File: config.mk
export PLATFORM = sky130hd
export DESIGN_NAME = input_debouncer
export DESIGN_NICKNAME = d
export VERILOG_FILES = /design/src/rtl/debounce_pkg.sv /design/src/rtl/debounce_bit.sv /design/src/rtl/input_debouncer.sv
export SDC_FILE = /design/constraint.sdc
export NUM_CORES = 1
export LEC_CHECK = 0
export BUFFER_PORTS_ARGS = -buffer_cell sky130_fd_sc_hd__buf_2
export CORE_AREA = 2 2 69 71
export CTS_BUF_LIST = sky130_fd_sc_hd__clkbuf_16
export CTS_CLUSTER_DIAMETER = 60
export DETAILED_ROUTE_END_ITERATION = 6
export DIE_AREA = 0 0 71 73
export PLACE_DENSITY = 0.84
export SYNTH_ARGS = -nofsm -noshare
export SYNTH_HDL_FRONTEND = slang
export SYNTH_SLANG_ARGS = --single-unit
export TNS_END_PERCENT = 20
File: constraint.sdc
create_clock -name CLK -period 4.4 [get_ports CLK]
set_input_delay 0 -clock CLK [delete_from_list [all_inputs] [get_ports CLK]]
set_output_delay 0 -clock CLK [all_outputs]
set_load 0.05 [all_outputs]
File: src/rtl/debounce_pkg.sv
// Shared types and helpers for the input debouncer.
//   TICK_HZ        rate of the shared prescaler tick (1 ms period)
//   db_state_t     per-channel filter state
//   prescale_max   terminal count of the prescaler for a given clock frequency
//   cnt_width      register width able to hold 0..max_val (never below 1)
package debounce_pkg;

  localparam int unsigned TICK_HZ = 1000;

  typedef enum logic {
    DB_STABLE   = 1'b0,
    DB_SETTLING = 1'b1
  } db_state_t;

  function automatic int unsigned prescale_max(input int unsigned frq);
    return (frq / TICK_HZ) - 1;
  endfunction

  function automatic int unsigned cnt_width(input int unsigned max_val);
    int unsigned w;
    w = 1;
    while ((64'(1) << w) <= 64'(max_val)) w++;
    return w;
  endfunction

endpackage

File: src/rtl/debounce_bit.sv
// One debounce channel: two-flop synchroniser, STABLE/SETTLING filter and a
// tick counter. dout only takes a new level after the synchronised input has
// differed from it for TIME_MS consecutive ticks.
// Ports:
//   CLK    in   system clock
//   RESET  in   asynchronous, active-high reset
//   din    in   raw asynchronous level
//   tick   in   1 ms strobe from the shared prescaler
//   dout   out  debounced level (registered)
//   upd    out  combinational: dout takes a new value on the next CLK edge
module debounce_bit
  import debounce_pkg::*;
#(
  parameter int unsigned TIME_MS = 1
) (
  input  logic CLK,
  input  logic RESET,
  input  logic din,
  input  logic tick,
  output logic dout,
  output logic upd
);

  logic meta;
  logic sync;

  // Plain two-flop synchroniser, nothing between the stages.
  always_ff @(posedge CLK or posedge RESET) begin
    if (RESET) begin
      meta <= 1'b0;
      sync <= 1'b0;
    end else begin
      meta <= din;
      sync <= meta;
    end
  end

  if (TIME_MS == 0) begin : g_nofilt
    // No filtering: follow the synchronised level every cycle.
    logic unused_tick;
    assign unused_tick = tick;
    assign upd         = sync ^ dout;

    always_ff @(posedge CLK or posedge RESET) begin
      if (RESET) begin
        dout <= 1'b0;
      end else begin
        dout <= sync;
      end
    end
  end else begin : g_filt
    localparam int unsigned   CW       = cnt_width(TIME_MS);
    localparam logic [CW-1:0] CNT_LAST = CW'(TIME_MS - 1);

    db_state_t     state;
    logic [CW-1:0] count;
    logic          differs;
    logic          accept;

    assign differs = (sync != dout);
    // The tick that completes the count updates dout in the same cycle, so a
    // stored count of TIME_MS-1 plus this tick equals TIME_MS ticks.
    assign accept  = (state == DB_SETTLING) && differs && tick && (count == CNT_LAST);
    assign upd     = accept;

    // Filter FSM; a bounce back to the current level wins over a tick.
    always_ff @(posedge CLK or posedge RESET) begin
      if (RESET) begin
        state <= DB_STABLE;
        count <= '0;
        dout  <= 1'b0;
      end else begin
        case (state)
          DB_STABLE: begin
            if (differs) begin
              state <= DB_SETTLING;
              count <= '0;
            end
          end
          DB_SETTLING: begin
            if (!differs) begin
              state <= DB_STABLE;
              count <= '0;
            end else if (accept) begin
              dout  <= sync;
              state <= DB_STABLE;
              count <= '0;
            end else if (tick) begin
              count <= count + CW'(1);
            end
          end
          default: begin
            state <= DB_STABLE;
            count <= '0;
          end
        endcase
      end
    end
  end

endmodule

File: src/rtl/input_debouncer.sv
// Multi-bit switch/button debouncer. Each DIN bit is synchronised and only
// accepted once stable for TIME_MS milliseconds; CHANGED pulses for one cycle
// whenever DOUT takes a new value.
// Optional build macro INPUT_DEBOUNCER_EDGE_EN adds ROSE/FELL per-bit pulses.
// Ports:
//   CLK      in   system clock
//   RESET    in   asynchronous, active-high reset
//   DIN      in   [BITS] raw switch levels
//   DOUT     out  [BITS] debounced levels (registered)
//   CHANGED  out  one-cycle strobe aligned with any DOUT update
//   ROSE     out  [BITS] 0->1 update pulse (INPUT_DEBOUNCER_EDGE_EN only)
//   FELL     out  [BITS] 1->0 update pulse (INPUT_DEBOUNCER_EDGE_EN only)
module input_debouncer
  import debounce_pkg::*;
#(
  parameter int unsigned FRQ     = 50000000,
  parameter int unsigned TIME_MS = 1,
  parameter int unsigned BITS    = 10
) (
  input  logic            CLK,
  input  logic            RESET,
  input  logic [BITS-1:0] DIN,
  output logic [BITS-1:0] DOUT,
  output logic            CHANGED
`ifdef INPUT_DEBOUNCER_EDGE_EN
  ,
  output logic [BITS-1:0] ROSE,
  output logic [BITS-1:0] FELL
`endif
);

  localparam int unsigned PRE_MAX = prescale_max(FRQ);
  localparam int unsigned PW      = cnt_width(PRE_MAX);

  logic [PW-1:0]   pre;
  logic            tick;
  logic [BITS-1:0] dbit;
  logic [BITS-1:0] upd;

  assign tick = (pre == PW'(PRE_MAX));

  // Free-running 1 ms prescaler shared by all channels.
  always_ff @(posedge CLK or posedge RESET) begin
    if (RESET) begin
      pre <= '0;
    end else if (tick) begin
      pre <= '0;
    end else begin
      pre <= pre + PW'(1);
    end
  end

  for (genvar g = 0; g < int'(BITS); g++) begin : g_ch
    debounce_bit #(
      .TIME_MS (TIME_MS)
    ) u_bit (
      .CLK   (CLK),
      .RESET (RESET),
      .din   (DIN[g]),
      .tick  (tick),
      .dout  (dbit[g]),
      .upd   (upd[g])
    );
  end

  assign DOUT = dbit;

  // Registered on the same edge that updates DOUT, so the strobe lines up.
  always_ff @(posedge CLK or posedge RESET) begin
    if (RESET) begin
      CHANGED <= 1'b0;
    end else begin
      CHANGED <= |upd;
    end
  end

`ifdef INPUT_DEBOUNCER_EDGE_EN
  // Direction follows the old level: an update from 0 is a rise.
  always_ff @(posedge CLK or posedge RESET) begin
    if (RESET) begin
      ROSE <= '0;
      FELL <= '0;
    end else begin
      ROSE <= upd & ~dbit;
      FELL <= upd & dbit;
    end
  end
`endif

endmodule

* Yosys cells after proc, flatten, opt, wreduce, memory -nomap -nowiden
Cells that the tools add are included.
** Word-level totals
- Register bits after elaboration :: 67
** Operators by class
- Multiplexer cells :: 91
- $add $sub $neg :: 11
- Reduce and logical (&&, ||, !) cells :: 51
- Equal/unequal tests :: 31
- Bitwise operators :: 20
** Operator list (count)
- $mux 1 :: 70
- $pmux 1 s2 :: 20
- $ne 4x4->1 const B :: 9
- $logic_and 1x1->1 :: 30
- $reduce_and 3->1 :: 10
- $ne 2x1->1 const B :: 10
- $not 1->1 :: 20
- $reduce_and 2->1 :: 10
- $add 16x1->16 const B :: 1
- $eq 16x16->1 const B :: 1
- $mux 16 :: 1
- $add 1x1->1 const B :: 10
- $ne 1x1->1 :: 10
- $reduce_or 10->1 :: 1
- $ne 4x3->1 const B :: 1

* Logic depth before layout (Yosys ltp)
- Word-level depth :: 7
- Gate-level depth with buffers :: 7
- Mapped depth without buffers :: 6

* Cells and area by module
Synthesis repeated with hierarchy kept, for this count alone.
** Unflattened totals
- Cells, all modules :: 215
- Area total of the unflattened synthesis :: 2907.8 µm²
** By module, submodules not included
- debounce_bit :: times used 10, area an instance 206.4 µm², cells an instance 14, sequential area each 125.1 µm²
- input_debouncer :: times used 1, area an instance 843.3 µm², cells an instance 75, sequential area each 425.4 µm²

* Worst setup path before layout
OpenSTA, ideal clock, no wires.
- Kind :: reg-to-reg
- From :: register pre[0]
- To :: register g_ch[1].u_bit.dout
- Path slack :: 2.490 ns
- Data arrival time :: 1.783 ns
- Buffers on the path :: 1
- Data required time :: 4.272 ns
- Cell stages (with the launch flop) :: 8
- Cell sequence :: dfrtp_1 ha_1 nand3_2 or2_2 nand2b_2 buf_6 nor3_4 mux2_1
** Between the ends
- Cells in the longest elaborated chain, start to end :: 4
** Ends and longest elaborated chain
- start: declaration :: line input_debouncer.sv:35 : logic [PW-1:0] pre;
- start signal: assignment :: line input_debouncer.sv:49 : pre <= pre + PW'(1);
- $eq 16x16->1 :: line input_debouncer.sv:40 : assign tick = (pre == PW'(PRE_MAX));
- $logic_and 1x1->1 (2 in series) :: line debounce_bit.sv:63 : assign accept = (state == DB_SETTLING) && differs && tick && (count == CNT_LAST);
- $reduce_and 3->1 (no source line)
- end signal: assignment :: line debounce_bit.sv:85 : dout <= sync;
- end: declaration :: line debounce_bit.sv:20 : output logic dout,
Every way passes these cells.
A chain may end at the register's enable or synchronous reset.

* Final worst setup path
- From :: register pre[0]
- To :: register g_ch[6].u_bit.dout
** Between the ends
- Cells in the longest elaborated chain, start to end :: 4
** Ends and longest elaborated chain (line)
- $eq 16x16->1 :: input_debouncer.sv:40
- $logic_and 1x1->1 (2 in series) :: debounce_bit.sv:63
- $reduce_and 3->1 (no source line)
- end signal: assignment :: debounce_bit.sv:85
- end: declaration :: debounce_bit.sv:20
Every way passes these cells.

==> flow_metrics.env <==
export IMPL_worst_path_max_delay_cell="dfrtp_1"
export IMPL_ys_flop_type="dfrtp_1"
export IMPL_fin_nets=272
export IMPL_ir_worst_vdd_mv=0.417
export IMPL_start_kind="register"
export IMPL_cts_max_path_buffers=2
export IMPL_cts_sinks=67
export IMPL_wl_per_cell_um=13.7
export IMPL_crit_type="reg -> reg"
export IMPL_overflow=0
export IMPL_outcome="completed"
export IMPL_area_growth_synth_to_final_pct=19.0
export IMPL_grt_usage_pct=19.1
export IMPL_fin_util_pct=71.9
export IMPL_initial_core_util_pct=60.4
export IMPL_synth_warning_count=0
export IMPL_clkTransAtPathRegs_ns=0.06
export IMPL_synth_nets=239
export IMPL_cts_buffers=9
export IMPL_required_ns=4.61
export IMPL_diodes=0
export IMPL_grt_pass1_vias=1676
export IMPL_h_tree_depth=3
export IMPL_place_ws_ns=2.28
export IMPL_endpoint_kind="register"
export IMPL_yosysSeqAreaShare_pct=61.2
export IMPL_grt_max_degree=68
export IMPL_grt_pass1_wl_um=7360
export IMPL_final_cell_mix="67 x dfrtp_1, 38 x nor2_1, 22 x buf_2, 16 x xor2_1, 11 x dlygate4sd3_1"
export IMPL_routed_top_layer="met4"
export IMPL_wl_met1_um=1940
export IMPL_die_area_um2=5180
export IMPL_async_flop_share_pct=100
export IMPL_cap_violations=0
export IMPL_relSlewSlack_pct=47.8
export IMPL_vias=1687
export IMPL_avgSynthCellArea_um2=12.1
export IMPL_routed_wl_met2_um=2150
export IMPL_synth_edf_count=0
export IMPL_ys_ff_latch=67
export IMPL_antenna_found_initial=0
export IMPL_place_congestion=0.746
export IMPL_fin_crit_ns=2.18
export IMPL_drtAntennaViolNets=0
export IMPL_maxSlewViolCount=0
export IMPL_min_period_over_period_pct=49.5
export IMPL_die_w_um=71
export IMPL_io_pins=23
export IMPL_synthCells=226
export IMPL_cts_resized=0
export IMPL_hold_buffers=11
export IMPL_finalSetupViolCount=0
export IMPL_worstPathArrival_ns=2.38
export IMPL_vias_per_cell=5.31
export IMPL_fin_skew_ns=0.00694
export IMPL_fin_ws_ns=2.22
export IMPL_fmax_mhz=460
export IMPL_drt_wl_total_um=4360
export IMPL_crit_chain="ha_1, nand3_2, or2_2, nand2b_2, nor2_1, mux2_2"
export IMPL_tightest_slew_ns=0.783
export IMPL_first_pass_iters=4
export IMPL_yosysUniqueCellTypes=32
export IMPL_whs_ns=0.311
export IMPL_drc=0
export IMPL_cellLeakagePower_nw=1.60
export IMPL_syn_area_um2=2740
export IMPL_layout_drive_gt1_share_pct=20.8
export IMPL_hold_class="in -> reg"
export IMPL_cts_setup_buffers=0
export IMPL_wl_met3_um=124
export IMPL_place_hpwl_um=2720
export IMPL_power_density_nw_per_um2=439
export IMPL_root_buffer="clkbuf_16"
export IMPL_port_buffers=22
export IMPL_core_um2=4540
export IMPL_die_y_um=73
export IMPL_max_stage_delay_ns=0.38
export IMPL_rsz0062_at_grt="false"
export IMPL_layout_commonest_cell="dfrtp_1"
export IMPL_drt_iter0_drc=72
export IMPL_cp_max_fo=20
export IMPL_finalSetupTns_ns=0
export IMPL_hold_violations=0
export IMPL_cts_tree="yes"
export IMPL_clk_latency_ns=0.33
export IMPL_num_rows=25
==> critical path: cells and delay by family, from the launching register on <==
family	cells	cell delay [ns]
fa+ha+maj	1	0.22
simple gates	4	1.10
mux	1	0.35
flops	1	0.38
==> Yosys cell counts (2+ instances only) <==
| cell | n | area, um2 |
|---|---|---|
| and2_1 | 3 | 18.8 |
| and3_1 | 9 | 56.3 |
| and4_1 | 2 | 17.5 |
| buf_4 | 10 | 75.1 |
| dfrtp_1 | 67 | 1680 |
| inv_1 | 11 | 41.3 |
| mux2_2 | 9 | 101 |
| nand2_1 | 6 | 22.5 |
| nand3_1 | 5 | 25.0 |
| nand3b_1 | 9 | 67.6 |
| nand4_1 | 4 | 25.0 |
| nor2_1 | 38 | 143 |
| nor2b_1 | 2 | 12.5 |
| nor3_4 | 2 | 32.5 |
| o21a_1 | 10 | 75.1 |
| o21ai_0 | 3 | 15.0 |
| xnor2_1 | 6 | 52.6 |
| xor2_1 | 16 | 140 |
==> state kept, by name (all words and copies together) (netlist names) <==
| signal | cells |
|---|---|
| pre | 16 |
| g_ch.u_bit.dout | 10 |
| g_ch.u_bit.g_filt.count | 10 |
| g_ch.u_bit.g_filt.state | 10 |
| g_ch.u_bit.meta | 10 |
| g_ch.u_bit.sync | 10 |
| CHANGED | 1 |
==> where the power goes <==
group,total [mW],switching [mW],internal (mW)
Clock,0.747,0.254,0.493
Combinational,0.0462,0.0267,0.0194
Sequential,0.639,0.00792,0.631
==> cell families after synthesis <==
logic type / share of synthesized area, %
compound gates: 3.88
xor+xnor: 7.04
flops: 61.2
mux: 4.11
buf+inv: 4.84
simple gates: 18.5
fa+ha+maj: 0.457
==> routing by layer <==
| metal | global-route usage, % | vias up |
|---|---|---|
| li1 | - | 812 |
| met1 | 23.3 | 834 |
| met2 | 30.7 | 29 |
| met3 | 4.42 | 12 |
| met4 | 12.6 | 0 |
| met5 | 0 | - |
==> through the flow <==
step	std cells	area, um2	total power, mW
finish	318	3260	1.43
global route	318	3260	1.48
CTS	318	3260	1.44
detailed placement	291	2830	0.689
global placement	291	2830	0.686
floorplan	226	2740	0.674
==> area by class of cell <==
class / instances / area (um2)
sequential: 67 / 1680
fill: 282 / 1270
multi-input combinational: 136 / 930
timing repair buffer: 34 / 228
clock buffer: 9 / 225
clock inverter: 7 / 92.6
tap: 54 / 67.6
inverter: 11 / 41.3
==> path summary, 6_finish.rpt <==
path                                         endpoint  cells after the start                from  slack, ns
setup / recovery                   g_ch[6].u_bit.dout                      6              pre[0]       2.22
hold / removal                     g_ch[0].u_bit.meta                      2              DIN[0]       0.31
setup reg to reg                   g_ch[6].u_bit.dout                      6              pre[0]       2.22
hold reg to reg                    g_ch[1].u_bit.sync                      0  g_ch[1].u_bit.meta       0.35
max in group asynchronous  g_ch[6].u_bit.g_filt.count                      4               RESET       3.43
min in group asynchronous                     pre[13]                      4               RESET       0.46
Power figures use the tool's default switching activity.
